**config.mk**
```make
export PLATFORM = sky130hd
export DESIGN_NAME = load_use_stall_unit
export DESIGN_NICKNAME = d
export VERILOG_FILES = /design/src/rtl/cpu_pkg.sv /design/src/rtl/hazard_decode.sv /design/src/rtl/load_use_stall_unit.sv
export SDC_FILE = /design/constraint.sdc
export NUM_CORES = 1
export LEC_CHECK = 0
export CORE_MARGIN = 2
export CORE_UTILIZATION = 48
export CTS_CLUSTER_DIAMETER = 40
export DETAILED_ROUTE_END_ITERATION = 7
export GPL_TIMING_DRIVEN = 0
export HOLD_SLACK_MARGIN = 0.1
export PLACE_DENSITY = 0.86
export RECOVER_POWER = 25
export SLEW_MARGIN = 20
export SYNTH_ARGS = -nofsm -noshare
export SYNTH_HDL_FRONTEND = slang
export SYNTH_SLANG_ARGS = --single-unit
```
**constraint.sdc**
```tcl
create_clock -name clk -period 3.5 [get_ports clk]
set_clock_uncertainty 0.05 [all_clocks]
set_input_delay 0.7 -clock clk [delete_from_list [all_inputs] [get_ports clk]]
set_output_delay 0.7 -clock clk [all_outputs]
set_load 0.005 [all_outputs]
```
**src/rtl/cpu_pkg.sv**
```systemverilog
// Shared definitions for the MIPS core: opcodes, hazard scoreboard slot, stall causes.
package cpu_pkg;

    localparam int unsigned OP_W  = 6;
    localparam int unsigned REG_W = 5;

    localparam logic [OP_W-1:0] OP_RTYPE = 6'd0;
    localparam logic [OP_W-1:0] OP_J     = 6'd2;
    localparam logic [OP_W-1:0] OP_BEQ   = 6'd4;
    localparam logic [OP_W-1:0] OP_BNE   = 6'd5;
    localparam logic [OP_W-1:0] OP_ADDI  = 6'd8;
    localparam logic [OP_W-1:0] OP_SLTI  = 6'd10;
    localparam logic [OP_W-1:0] OP_LW    = 6'd35;
    localparam logic [OP_W-1:0] OP_SW    = 6'd43;

    typedef struct packed {
        logic             valid;
        logic [REG_W-1:0] dest;
        logic             is_load;
    } sb_slot_t;

    typedef enum logic [1:0] {
        CAUSE_NONE        = 2'd0,
        CAUSE_LOAD_USE    = 2'd1,
        CAUSE_BR_EX       = 2'd2,
        CAUSE_BR_MEM_LOAD = 2'd3
    } stall_cause_e;

    // A slot matches a source register only if it holds a real write; $0 never matches.
    function automatic logic slot_hit(input sb_slot_t slot, input logic [REG_W-1:0] src);
        return slot.valid && (src != '0) && (slot.dest == src);
    endfunction

endpackage

```
**src/rtl/hazard_decode.sv**
```systemverilog
// Combinational opcode decode of destination/source usage; shared with the forwarding units.
module hazard_decode
    import cpu_pkg::*;
(
    input  logic [OP_W-1:0]  i_op,
    input  logic [REG_W-1:0] i_rs,
    input  logic [REG_W-1:0] i_rt,
    input  logic [REG_W-1:0] i_rd,
    output logic [REG_W-1:0] o_dest_c,
    output logic             o_has_dest_c,
    output logic             o_uses_rs_c,
    output logic             o_uses_rt_c,
    output logic             o_is_load_c,
    output logic             o_is_branch_c
);

    logic w_writes;
    logic w_reads_rs;
    logic w_reads_rt;

    always_comb begin
        o_dest_c      = '0;
        w_writes      = 1'b0;
        w_reads_rs    = 1'b0;
        w_reads_rt    = 1'b0;
        o_is_load_c   = 1'b0;
        o_is_branch_c = 1'b0;
        case (i_op)
            OP_RTYPE: begin
                o_dest_c   = i_rd;
                w_writes   = 1'b1;
                w_reads_rs = 1'b1;
                w_reads_rt = 1'b1;
            end
            OP_LW: begin
                o_dest_c    = i_rt;
                w_writes    = 1'b1;
                w_reads_rs  = 1'b1;
                o_is_load_c = 1'b1;
            end
            OP_ADDI, OP_SLTI: begin
                o_dest_c   = i_rt;
                w_writes   = 1'b1;
                w_reads_rs = 1'b1;
            end
            OP_SW: begin
                w_reads_rs = 1'b1;
                w_reads_rt = 1'b1;
            end
            OP_BEQ, OP_BNE: begin
                w_reads_rs    = 1'b1;
                w_reads_rt    = 1'b1;
                o_is_branch_c = 1'b1;
            end
            default: ;
        endcase
    end

    // Register $0 is hardwired, so it is neither a real destination nor a real source.
    assign o_has_dest_c = w_writes && (o_dest_c != '0);
    assign o_uses_rs_c  = w_reads_rs && (i_rs != '0);
    assign o_uses_rt_c  = w_reads_rt && (i_rt != '0);

endmodule

```
**src/rtl/load_use_stall_unit.sv**
```systemverilog
// ID-stage interlock: tracks EX/MEM destinations and stalls on load-use and early-branch hazards.
module load_use_stall_unit
    import cpu_pkg::*;
#(
    parameter int unsigned CNT_W = 16
) (
    input  logic             clk,
    input  logic             rst_n,
    input  logic             IDvalid,
    input  logic [OP_W-1:0]  IDop,
    input  logic [REG_W-1:0] IDrs,
    input  logic [REG_W-1:0] IDrt,
    input  logic [REG_W-1:0] IDrd,
    output logic             stall,
    output logic [1:0]       stall_cause,
    output logic [CNT_W-1:0] stall_count
);

    logic [REG_W-1:0] w_dest;
    logic             w_has_dest;
    logic             w_uses_rs;
    logic             w_uses_rt;
    logic             w_is_load;
    logic             w_is_branch;

    sb_slot_t         r_ex;
    sb_slot_t         r_mem;
    sb_slot_t         w_ex_next;
    logic             w_ex_hit;
    logic             w_mem_hit;
    stall_cause_e     w_cause;
    logic [CNT_W-1:0] r_count;

    hazard_decode u_decode (
        .i_op          (IDop),
        .i_rs          (IDrs),
        .i_rt          (IDrt),
        .i_rd          (IDrd),
        .o_dest_c      (w_dest),
        .o_has_dest_c  (w_has_dest),
        .o_uses_rs_c   (w_uses_rs),
        .o_uses_rt_c   (w_uses_rt),
        .o_is_load_c   (w_is_load),
        .o_is_branch_c (w_is_branch)
    );

    assign w_ex_hit  = (w_uses_rs && slot_hit(r_ex, IDrs))  || (w_uses_rt && slot_hit(r_ex, IDrt));
    assign w_mem_hit = (w_uses_rs && slot_hit(r_mem, IDrs)) || (w_uses_rt && slot_hit(r_mem, IDrt));

    // Priority: branch-on-EX, then branch-on-MEM-load, then plain load-use.
    always_comb begin
        w_cause = CAUSE_NONE;
        if (IDvalid) begin
            if (w_is_branch && w_ex_hit) begin
                w_cause = CAUSE_BR_EX;
            end else if (w_is_branch && w_mem_hit && r_mem.is_load) begin
                w_cause = CAUSE_BR_MEM_LOAD;
            end else if (!w_is_branch && w_ex_hit && r_ex.is_load) begin
                w_cause = CAUSE_LOAD_USE;
            end
        end
    end

    assign stall       = (w_cause != CAUSE_NONE);
    assign stall_cause = 2'(w_cause);
    assign stall_count = r_count;

    always_comb begin
        w_ex_next = '0;
        if (IDvalid && !stall) begin
            w_ex_next.valid   = w_has_dest;
            w_ex_next.dest    = w_dest;
            w_ex_next.is_load = w_is_load;
        end
    end

    always_ff @(posedge clk or negedge rst_n) begin
        if (!rst_n) begin
            r_ex  <= '0;
            r_mem <= '0;
        end else begin
            r_mem <= r_ex;
            r_ex  <= w_ex_next;
        end
    end

    // Saturating stall-cycle counter.
    always_ff @(posedge clk or negedge rst_n) begin
        if (!rst_n) begin
            r_count <= '0;
        end else if (stall && (r_count != {CNT_W{1'b1}})) begin
            r_count <= r_count + CNT_W'(1);
        end
    end

endmodule
```
==> impl_results.html, run 1 <==
<table>
<tr><th>Metric</th><th>Value</th></tr>
<tr><th colspan="2">GRT</th></tr>
<tr><td>Global-route wire length before repair</td><td>6589 microns</td></tr>
<tr><td>Antenna violations before repair</td><td>0</td></tr>
<tr><td>Largest net degree at the start of global routing</td><td>31</td></tr>
<tr><td>Total congestion overflow</td><td>0</td></tr>
<tr><td>Global-route usage over all layers</td><td>21.18%</td></tr>
<tr><td>Number of global-route vias before repair</td><td>1,456</td></tr>
<tr><th colspan="2">Logic synthesis</th></tr>
<tr><td>Proportion of register bits with asynchronous set or reset after synthesis</td><td>100.0%</td></tr>
<tr><td>Yosys cell types</td><td>39</td></tr>
<tr><td>Nets in the synthesized netlist</td><td>189</td></tr>
<tr><td>Mean Syn Cell Area</td><td>10.22 sq um</td></tr>
<tr><td>Synth Flop Type</td><td>sky130_fd_sc_hd__dfrtp_1</td></tr>
<tr><td>Post-synthesis cell count</td><td>164</td></tr>
<tr><td>Number of synthesized flops with an enable pin</td><td>0</td></tr>
<tr><td>Count of state elements after synthesis</td><td>30</td></tr>
<tr><td>Total number of yosys warnings</td><td>0</td></tr>
<tr><td>Netlist Area Pre-Place</td><td>0.001675 sq mm</td></tr>
<tr><td>Proportion of synthesized chip area in sequential cells</td><td>44.81%</td></tr>
<tr><th colspan="2">Timing</th></tr>
<tr><td>Final-report max-slew violation count</td><td>31</td></tr>
<tr><td>Pin slew with the least headroom to its limit</td><td>1564 ps</td></tr>
<tr><td>Highest clock frequency the design can meet</td><td>291.3 MHz</td></tr>
<tr><td>Final setup vio count</td><td>0</td></tr>
<tr><td>Setup_tns</td><td>0 ps</td></tr>
<tr><td>Portion of the clock cycle consumed by the worst path in the final layout</td><td>98.08%</td></tr>
<tr><td>Final critical path time including I/O delays and setup</td><td>3433 ps</td></tr>
<tr><td>Headroom to the max-slew limit</td><td>-4.245%</td></tr>
<tr><td>Final hold violation count</td><td>0</td></tr>
<tr><th colspan="2">Worst setup path</th></tr>
<tr><td>Crit path required time</td><td>2750 ps</td></tr>
<tr><td>Worst-path maximum fanout</td><td>3</td></tr>
<tr><td>Start of the worst register-to-register path</td><td>r_mem[1]</td></tr>
<tr><td>Critical Path Source Type</td><td>primary input</td></tr>
<tr><td>Worst R2R Setup Slack</td><td>1020 ps</td></tr>
<tr><td>Crit path arrival time</td><td>2680 ps</td></tr>
<tr><td>Capture instance of the worst register-to-register path</td><td>stall_count[5]</td></tr>
<tr><td>Worst setup path class</td><td>primary input to output port</td></tr>
<tr><td>Logic depth of the worst register-to-register path</td><td>8</td></tr>
<tr><td>Critical path capture point type</td><td>output port</td></tr>
<tr><th colspan="2">Final layout</th></tr>
<tr><td>Layout Cells excl Fill</td><td>268</td></tr>
<tr><td>Diodes inserted</td><td>0</td></tr>
<tr><td>Final design utilization</td><td>71.92%</td></tr>
<tr><td>Syn-to-layout area delta</td><td>43.24%</td></tr>
<tr><td>Nets</td><td>246</td></tr>
<tr><td>Highest-count cells in the layout ignoring fill and taps</td><td>sky130_fd_sc_hd__dfrtp_1, sky130_fd_sc_hd__clkdlybuf4s50_1, sky130_fd_sc_hd__xor2_1</td></tr>
<tr><td>Most common library cell in the layout ignoring fill and taps</td><td>sky130_fd_sc_hd__dfrtp_1</td></tr>
<tr><td>Fraction of layout cells with a size suffix above 1</td><td>18.02%</td></tr>
<tr><th colspan="2">Floorplan</th></tr>
<tr><td>Die boundary height</td><td>63.08 microns</td></tr>
<tr><td>Number of rows in the core area</td><td>21</td></tr>
<tr><td>Starting density of the core</td><td>50.21%</td></tr>
<tr><td>X dimension of the die</td><td>63.08 microns</td></tr>
<tr><td>Total die area</td><td>0.003979 sq mm</td></tr>
<tr><td>Top-level port count</td><td>43</td></tr>
<tr><td>Core outline area</td><td>0.003337 sq mm</td></tr>
<tr><th colspan="2">Run status</th></tr>
<tr><td>Failing checks</td><td>capacitance limit, slew limit</td></tr>
<tr><td>Result of the run</td><td>finished with violations</td></tr>
<tr><th colspan="2">Detailed routing</th></tr>
<tr><td>Vias/cell</td><td>5.410</td></tr>
<tr><td>Drt pass-1 iters</td><td>4</td></tr>
<tr><td>Via count of the routed design</td><td>1,450</td></tr>
<tr><td>Final wirelength</td><td>4190 microns</td></tr>
<tr><td>Final antenna-violating net count</td><td>0</td></tr>
<tr><td>WL per Instance</td><td>15.63 microns</td></tr>
<tr><td>Initial drt markers</td><td>63</td></tr>
<tr><td>DR DRC count</td><td>0</td></tr>
<tr><th colspan="2">Placement</th></tr>
<tr><td>Number of cells after detailed placement</td><td>252</td></tr>
<tr><td>RePlAce Congestion</td><td>0.8245</td></tr>
<tr><td>Post-detail-place hpwl</td><td>2764 microns</td></tr>
<tr><td>Number of buffers inserted by port buffering</td><td>42</td></tr>
<tr><th colspan="2">Pwr</th></tr>
<tr><td>Worst IR drop on VDD</td><td>265.9 uV</td></tr>
<tr><td>Total power draw</td><td>697.6 uW</td></tr>
<tr><td>Power density over the cells</td><td>290.7 mW/mm^2</td></tr>
<tr><td>Leakage Power</td><td>1.111 nW</td></tr>
<tr><th colspan="2">Job</th></tr>
<tr><td>Max Cap Viol</td><td>1</td></tr>
<tr><th colspan="2">Hold path</th></tr>
<tr><td>WHS Endpoint</td><td>r_mem[6]</td></tr>
<tr><td>Path category of the worst min-delay check</td><td>flip-flop to flip-flop</td></tr>
<tr><td>Hold path startpoint</td><td>r_ex[6]</td></tr>
<tr><td>Worst hold path stage count</td><td>0</td></tr>
<tr><th colspan="2">Clock tree</th></tr>
<tr><td>Clock buffer count from CTS</td><td>5</td></tr>
<tr><td>CTS Root Cell</td><td>sky130_fd_sc_hd__clkbuf_4</td></tr>
<tr><td>CTS Buffer Depth</td><td>2</td></tr>
<tr><td>Insertion delay to the later sink of the worst-skew pair</td><td>330 ps</td></tr>
<tr><td>Number of sinks handled by clock tree synthesis</td><td>30</td></tr>
<tr><td>Clock-pin slew of the registers on the worst-case setup and hold paths</td><td>90 ps</td></tr>
<tr><td>TritonCTS clock tree</td><td>yes</td></tr>
<tr><td>H-tree depth reported by CTS</td><td>2</td></tr>
</table>
## critical path, stage by stage
cell and delay (ps):
sky130_fd_sc_hd__dlygate4sd2_1 290, sky130_fd_sc_hd__or4_4 560, sky130_fd_sc_hd__nor2_4 130, sky130_fd_sc_hd__nor3_1 60, sky130_fd_sc_hd__a32oi_2 250, sky130_fd_sc_hd__buf_4 160
sky130_fd_sc_hd__buf_4 120, sky130_fd_sc_hd__buf_4 100, sky130_fd_sc_hd__a21boi_1 50, sky130_fd_sc_hd__dlygate4sd2_1 260
## power breakdown
part,switching (mW),internal (mW)
Clock,0.123,0.148
Sequential,0.00189,0.348
Combinational,0.0409,0.0355
## cell families (layout without fill, tap and decap cells)
| kind of cell | Yosys count | in the layout | share of synthesized area (%) |
|---|---|---|---|
| AND/OR/NAND/NOR | 73 | 73 | 24.57 |
| XOR/XNOR | 32 | 32 | 16.73 |
| flip-flops | 30 | 30 | 44.81 |
| AO/OA/AOI/OAI | 17 | 17 | 8.440 |
| buffers and inverters | 7 | 65 | 2.016 |
| multiplexers | 4 | 4 | 2.688 |
| adder cells (fa/ha/maj) | 1 | 1 | 0.7467 |
## synth_stat cells (2+ instances only)
master / number / share of area, %
sky130_fd_sc_hd__nand2b_1: 2 / 0.75
sky130_fd_sc_hd__xnor2_1: 13 / 6.8
sky130_fd_sc_hd__nand2_1: 12 / 2.7
sky130_fd_sc_hd__nand3_1: 9 / 2.7
sky130_fd_sc_hd__a22oi_1: 5 / 2.2
sky130_fd_sc_hd__o21ai_0: 2 / 0.60
sky130_fd_sc_hd__and2_1: 3 / 1.1
sky130_fd_sc_hd__nand4_1: 2 / 0.75
sky130_fd_sc_hd__nor3_1: 10 / 3.0
sky130_fd_sc_hd__and3_1: 2 / 0.75
sky130_fd_sc_hd__inv_1: 5 / 1.1
sky130_fd_sc_hd__nor4_1: 7 / 2.6
sky130_fd_sc_hd__xor2_1: 19 / 9.9
sky130_fd_sc_hd__dfrtp_1: 30 / 45
sky130_fd_sc_hd__nor4b_2: 2 / 1.8
sky130_fd_sc_hd__nor2_1: 12 / 2.7
sky130_fd_sc_hd__mux2_2: 4 / 2.7
sky130_fd_sc_hd__or4_1: 4 / 1.8
## layout make-up
type,instances,area (sq um)
Fill cell,267,937.1
Multi-Input combinational cell,127,1005
Clock inverter,3,40.04
Buffer,2,15.01
Inverter,5,18.77
Tap cell,46,57.56
Timing Repair Buffer,50,475.5
Sequential cell,30,750.7
Clock buffer,5,37.54
## sequential cells by signal, indices dropped and copies added, names as in the netlist
name,count
r_mem,7
stall_count,16
r_ex,7
## timing repair
item / CTS / global route
setup endpoints to repair: 3 / 2
pin swaps: 5 / 5
hold buffers: 0 / 0
gates resized for setup: 23 / 17
buffers inserted: 4 / 4
## metrics by stage
stage                     setup slack, ps  cell area [sq um]  hold slack (ps)
after floorplan                     595.3               1675            317.3
after global placement             -584.6               2153            328.1
after detailed placement           -595.6               2148            339.9
after CTS                          -57.70               2306            348.2
after global routing               -4.904               2400            381.4
final                               67.03               2400            375.0
## worst max-delay path by stage
stage | from | end | slack, ps | cells after the start
floorplan | IDrs[0] | stall | 600 | 7
global placement | IDrs[0] | stall | -580 | 9
detailed placement | IDrs[0] | stall | -600 | 9
CTS | IDop[3] | stall_cause[0] | -60 | 8
global route | IDrs[0] | stall_cause[1] | -5 | 10
finish | IDrs[0] | stall_cause[1] | 70 | 10
## layer usage
metal / GRT usage [%] / share of wire [%]
met1: 24.71 / 41
met2: 37.37 / 53
met3: 6.071 / 4.8
met4: 6.667 / 1.4
met5: 0 / 0
(Power assumes the default switching activity.)
==> inputs of run 2 (changes only) <==
--- a/config.mk
+++ b/config.mk
@@ -13,2 +13,3 @@
 export HOLD_SLACK_MARGIN = 0.1
+export MAX_ROUTING_LAYER = met4
 export PLACE_DENSITY = 0.86
--- a/constraint.sdc
+++ b/constraint.sdc
@@ -4,2 +4,2 @@
 set_output_delay 0.7 -clock clk [all_outputs]
-set_load 0.005 [all_outputs]
+set_load 0.05 [all_outputs]
==> run 2 against run 1 <==
  * The run still ends with capacitance limit, slew limit left
  * Non-clock buffer count down 6
  * Utilization is 2.9 points lower
  * Routed wire length is 8.3% lower
  * Count of clock-buffer cells in the layout unchanged
  * Cell area shrank 4.1%
  * Final cell count decreased by 2.2%
  * Via count decreased by 0.90%
  * Register-to-register slack gained 30 ps
  * Combinational power decreased by 5.5%
  * Global-route usage barely moved
  * Sequential share of layout area rose by 1.3 points
  * Largest cell class unchanged
  * Largest power group unchanged
  * Highest routed layer unchanged
==> impl_results.html, run 2 (synthesis results as in run 1) <==
<table>
<tr><th>Metric</th><th>Value</th></tr>
<tr><th colspan="2">Run status</th></tr>
<tr><td>Result of the run</td><td>finished with violations</td></tr>
<tr><td>Failing checks</td><td>capacitance limit, slew limit</td></tr>
<tr><th colspan="2">Floorplan</th></tr>
<tr><td>Starting density of the core</td><td>50.21%</td></tr>
<tr><td>Core outline area</td><td>0.003337 sq mm</td></tr>
<tr><td>Total die area</td><td>0.003979 sq mm</td></tr>
<tr><td>Die boundary height</td><td>63.08 microns</td></tr>
<tr><td>X dimension of the die</td><td>63.08 microns</td></tr>
<tr><td>Top-level port count</td><td>43</td></tr>
<tr><td>Number of rows in the core area</td><td>21</td></tr>
<tr><th colspan="2">Final layout</th></tr>
<tr><td>Highest-count cells in the layout ignoring fill and taps</td><td>sky130_fd_sc_hd__clkdlybuf4s50_1, sky130_fd_sc_hd__dfrtp_1, sky130_fd_sc_hd__xor2_1</td></tr>
<tr><td>Nets</td><td>240</td></tr>
<tr><td>Diodes inserted</td><td>0</td></tr>
<tr><td>Register cell area after layout</td><td>750.7 sq um</td></tr>
<tr><td>Fraction of layout cells with a size suffix above 1</td><td>13.89%</td></tr>
<tr><td>Combined area of the multi-input logic cells</td><td>954.7 sq um</td></tr>
<tr><td>Max FFs per register</td><td>16</td></tr>
<tr><td>Syn-to-layout area delta</td><td>37.42%</td></tr>
<tr><td>Fill cells</td><td>285</td></tr>
<tr><th colspan="2">Timing</th></tr>
<tr><td>Final hold violation count</td><td>0</td></tr>
<tr><td>Final critical path time including I/O delays and setup</td><td>3388 ps</td></tr>
<tr><td>Portion of the clock cycle consumed by the worst path in the final layout</td><td>96.79%</td></tr>
<tr><td>Headroom to the max-slew limit</td><td>-4.753%</td></tr>
<tr><td>Setup repair after global routing missed its margin</td><td>no</td></tr>
<tr><td>Final-report max-slew violation count</td><td>31</td></tr>
<tr><td>Highest clock frequency the design can meet</td><td>295.2 MHz</td></tr>
<tr><td>Worst-case setup margin in the final layout</td><td>112.5 ps</td></tr>
<tr><td>Pin slew with the least headroom to its limit</td><td>1571 ps</td></tr>
<tr><td>Setup_tns</td><td>0 ps</td></tr>
<tr><td>Final setup vio count</td><td>0</td></tr>
<tr><th colspan="2">Detailed routing</th></tr>
<tr><td>Final wirelength</td><td>3843 microns</td></tr>
<tr><td>Vias/cell</td><td>5.485</td></tr>
<tr><td>DR DRC count</td><td>0</td></tr>
<tr><td>Drt pass-1 iters</td><td>4</td></tr>
<tr><td>WL per Instance</td><td>14.67 microns</td></tr>
<tr><td>Via count of the routed design</td><td>1,437</td></tr>
<tr><td>Initial drt markers</td><td>73</td></tr>
<tr><td>Final antenna-violating net count</td><td>0</td></tr>
<tr><th colspan="2">Worst setup path</th></tr>
<tr><td>Critical path capture point type</td><td>output port</td></tr>
<tr><td>Worst setup path class</td><td>primary input to output port</td></tr>
<tr><td>Max incr delay on CP</td><td>520 ps</td></tr>
<tr><td>Worst R2R Setup Slack</td><td>1050 ps</td></tr>
<tr><td>Critical Path Source Type</td><td>primary input</td></tr>
<tr><td>Crit path required time</td><td>2750 ps</td></tr>
<tr><td>Cells traversed along the worst timing path</td><td>clkdlybuf4s50_1 -&gt; nor2_1 -&gt; nand2_1 -&gt; and4b_1 -&gt; a32oi_4 -&gt; a2bb2oi_4 -&gt; buf_6 -&gt; inv_1 -&gt; buf_4</td></tr>
<tr><td>Crit path max-delay cell type</td><td>sky130_fd_sc_hd__clkdlybuf4s50_1</td></tr>
<tr><td>Start of the worst register-to-register path</td><td>r_mem[5]</td></tr>
<tr><td>Number of buffers and inverters on the critical path</td><td>4</td></tr>
<tr><td>Capture instance of the worst register-to-register path</td><td>stall_count[5]</td></tr>
<tr><td>Kind of cell adding the most delay to the critical path</td><td>buffers and inverters</td></tr>
<tr><td>Logic depth of the worst register-to-register path</td><td>8</td></tr>
<tr><td>Crit path arrival time</td><td>2640 ps</td></tr>
<tr><td>Worst-path maximum fanout</td><td>10</td></tr>
<tr><th colspan="2">Pwr</th></tr>
<tr><td>Worst IR drop on VDD</td><td>264.5 uV</td></tr>
<tr><td>Leakage Power</td><td>1.023 nW</td></tr>
<tr><td>Proportion of power drawn by combinational gates</td><td>10.5%</td></tr>
<tr><td>Internal power</td><td>531.9 uW</td></tr>
<tr><td>Relative contribution of the clock network to total power</td><td>38.9%</td></tr>
<tr><td>Net switching power</td><td>159.0 uW</td></tr>
<tr><td>Power density over the cells</td><td>300.1 mW/mm^2</td></tr>
<tr><td>Fraction of power consumed by sequential logic</td><td>50.7%</td></tr>
<tr><td>Switching power as a share of total power</td><td>23.01%</td></tr>
<tr><th colspan="2">Clock tree</th></tr>
<tr><td>Clock-pin slew of the registers on the worst-case setup and hold paths</td><td>90 ps</td></tr>
<tr><td>Number of sinks handled by clock tree synthesis</td><td>30</td></tr>
<tr><td>Cts-stage hold buffer count</td><td>0</td></tr>
<tr><td>CTS Root Cell</td><td>sky130_fd_sc_hd__clkbuf_4</td></tr>
<tr><td>H-tree depth reported by CTS</td><td>2</td></tr>
<tr><td>TritonCTS clock tree</td><td>yes</td></tr>
<tr><td>CTS Buffer Depth</td><td>2</td></tr>
<tr><td>Clock buffer count from CTS</td><td>5</td></tr>
<tr><td>Insertion delay to the later sink of the worst-skew pair</td><td>330 ps</td></tr>
<tr><th colspan="2">Placement</th></tr>
<tr><td>Post-detail-place hpwl</td><td>2764 microns</td></tr>
<tr><td>Number of buffers inserted by port buffering</td><td>42</td></tr>
<tr><td>RePlAce Congestion</td><td>0.8369</td></tr>
<tr><td>Setup WS pre-CTS</td><td>-853.2 ps</td></tr>
<tr><th colspan="2">GRT</th></tr>
<tr><td>Met2 track demand over resource in global routing</td><td>35.64%</td></tr>
<tr><td>Fraction of met3 tracks used by global routing</td><td>5.179%</td></tr>
<tr><td>Global-route wire length before repair</td><td>6444 microns</td></tr>
<tr><td>Busiest layer in global routing</td><td>met2</td></tr>
<tr><td>Total congestion overflow</td><td>0</td></tr>
<tr><td>Global-route track usage on met1</td><td>25.41%</td></tr>
<tr><td>Global-route usage over all layers</td><td>21.19%</td></tr>
<tr><td>Antenna violations before repair</td><td>0</td></tr>
<tr><td>Largest net degree at the start of global routing</td><td>31</td></tr>
<tr><td>Number of global-route vias before repair</td><td>1,420</td></tr>
<tr><th colspan="2">Hold path</th></tr>
<tr><td>Worst hold path stage count</td><td>0</td></tr>
<tr><td>WHS Endpoint</td><td>r_mem[0]</td></tr>
<tr><td>Hold path startpoint</td><td>r_ex[0]</td></tr>
<tr><td>Path category of the worst min-delay check</td><td>flip-flop to flip-flop</td></tr>
<tr><th colspan="2">Job</th></tr>
<tr><td>Max Cap Viol</td><td>1</td></tr>
</table>
[run 2: changes by cell type in the layout (fill, tap and decap cells not counted), sizes merged]
cell / previous run / this run
dlygate4sd2: 11 / 3
clkdlybuf4s50: 23 / 30
buf: 9 / 6
clkdlybuf4s15: 1 / 0
dlymetal6s2s: 6 / 5
[run 2: routing by layer]
| layer | vias to the layer above | part of all wire [%] | wire length (microns) |
|---|---|---|---|
| li1 | 696 | - | - |
| met1 | 685 | 43 | 1640 |
| met2 | 50 | 51 | 1959 |
| met3 | 6 | 5.2 | 200 |
| met4 | 0 | 1.1 | 43 |
| met5 | - | 0 | 0 |
[run 2: per-stage QoR]
stage / util (%) / power, mW / instance area (sq um) / std cells / hold WS [ps]
3_5_place_dp: 64.38 / 0.4265 / 2148 / 252 / 339.9
6_report: 68.99 / 0.6908 / 2302 / 262 / 367.2
2_1_floorplan: - / 0.3803 / 1675 / 164 / 317.3
5_1_grt: 68.99 / 0.7235 / 2302 / 262 / 381.4
4_1_cts: 67.49 / 0.6963 / 2252 / 262 / 348.2
3_3_place_gp: 64.53 / 0.4261 / 2153 / 252 / 328.1
[run 2: area by class of cell]
type | count | area share (%)
timing repair buffer | 44 | 18.59
clock buffer | 5 | 1.630
clock inverter | 3 | 1.739
buffer | 2 | 0.6522
multi-input combinational | 127 | 41.47
tap | 46 | 2.500
sequential | 30 | 32.61
inverter | 5 | 0.8152
[run 2: how the worst max path moves through the flow]
| stage | startpoint | end | slack [ps] | cells after the start |
|---|---|---|---|---|
| final | IDrt[3] | stall | 110 | 9 |
| after global routing | IDrt[3] | stall | 30 | 9 |
| after CTS | IDrt[4] | stall | 20 | 9 |
| after detailed placement | IDrs[0] | stall | -850 | 9 |
| after global placement | IDrs[0] | stall | -840 | 9 |
| after floorplan | IDrs[2] | stall_cause[1] | 30 | 5 |
[run 2: worst reg2reg max path: stages (launching register included)]
cell and delay [ps]:
sky130_fd_sc_hd__dfrtp_1 420, sky130_fd_sc_hd__xnor2_1 160, sky130_fd_sc_hd__nand3_1 100, sky130_fd_sc_hd__or4_4 440, sky130_fd_sc_hd__a21oi_4 230, sky130_fd_sc_hd__a2bb2oi_4 90
sky130_fd_sc_hd__buf_4 170, sky130_fd_sc_hd__or4_1 550, sky130_fd_sc_hd__xnor2_1 140
[run 2: repair_timing]
action                     in CTS  in global routing
setup endpoints to repair       3                  3
setup buffers                   2                  0
gates resized for setup        24                 12
pin swaps                       2                  1
[run 2: power by group through the flow]
stage | Combinational, mW | Sequential (mW) | Clock (mW)
6_report | 0.0722 | 0.350 | 0.269
4_1_cts | 0.0703 | 0.350 | 0.276
3_3_place_gp | 0.0692 | 0.357 | 0
5_1_grt | 0.0795 | 0.350 | 0.294
2_1_floorplan | 0.0233 | 0.357 | 0
3_5_place_dp | 0.0696 | 0.357 | 0
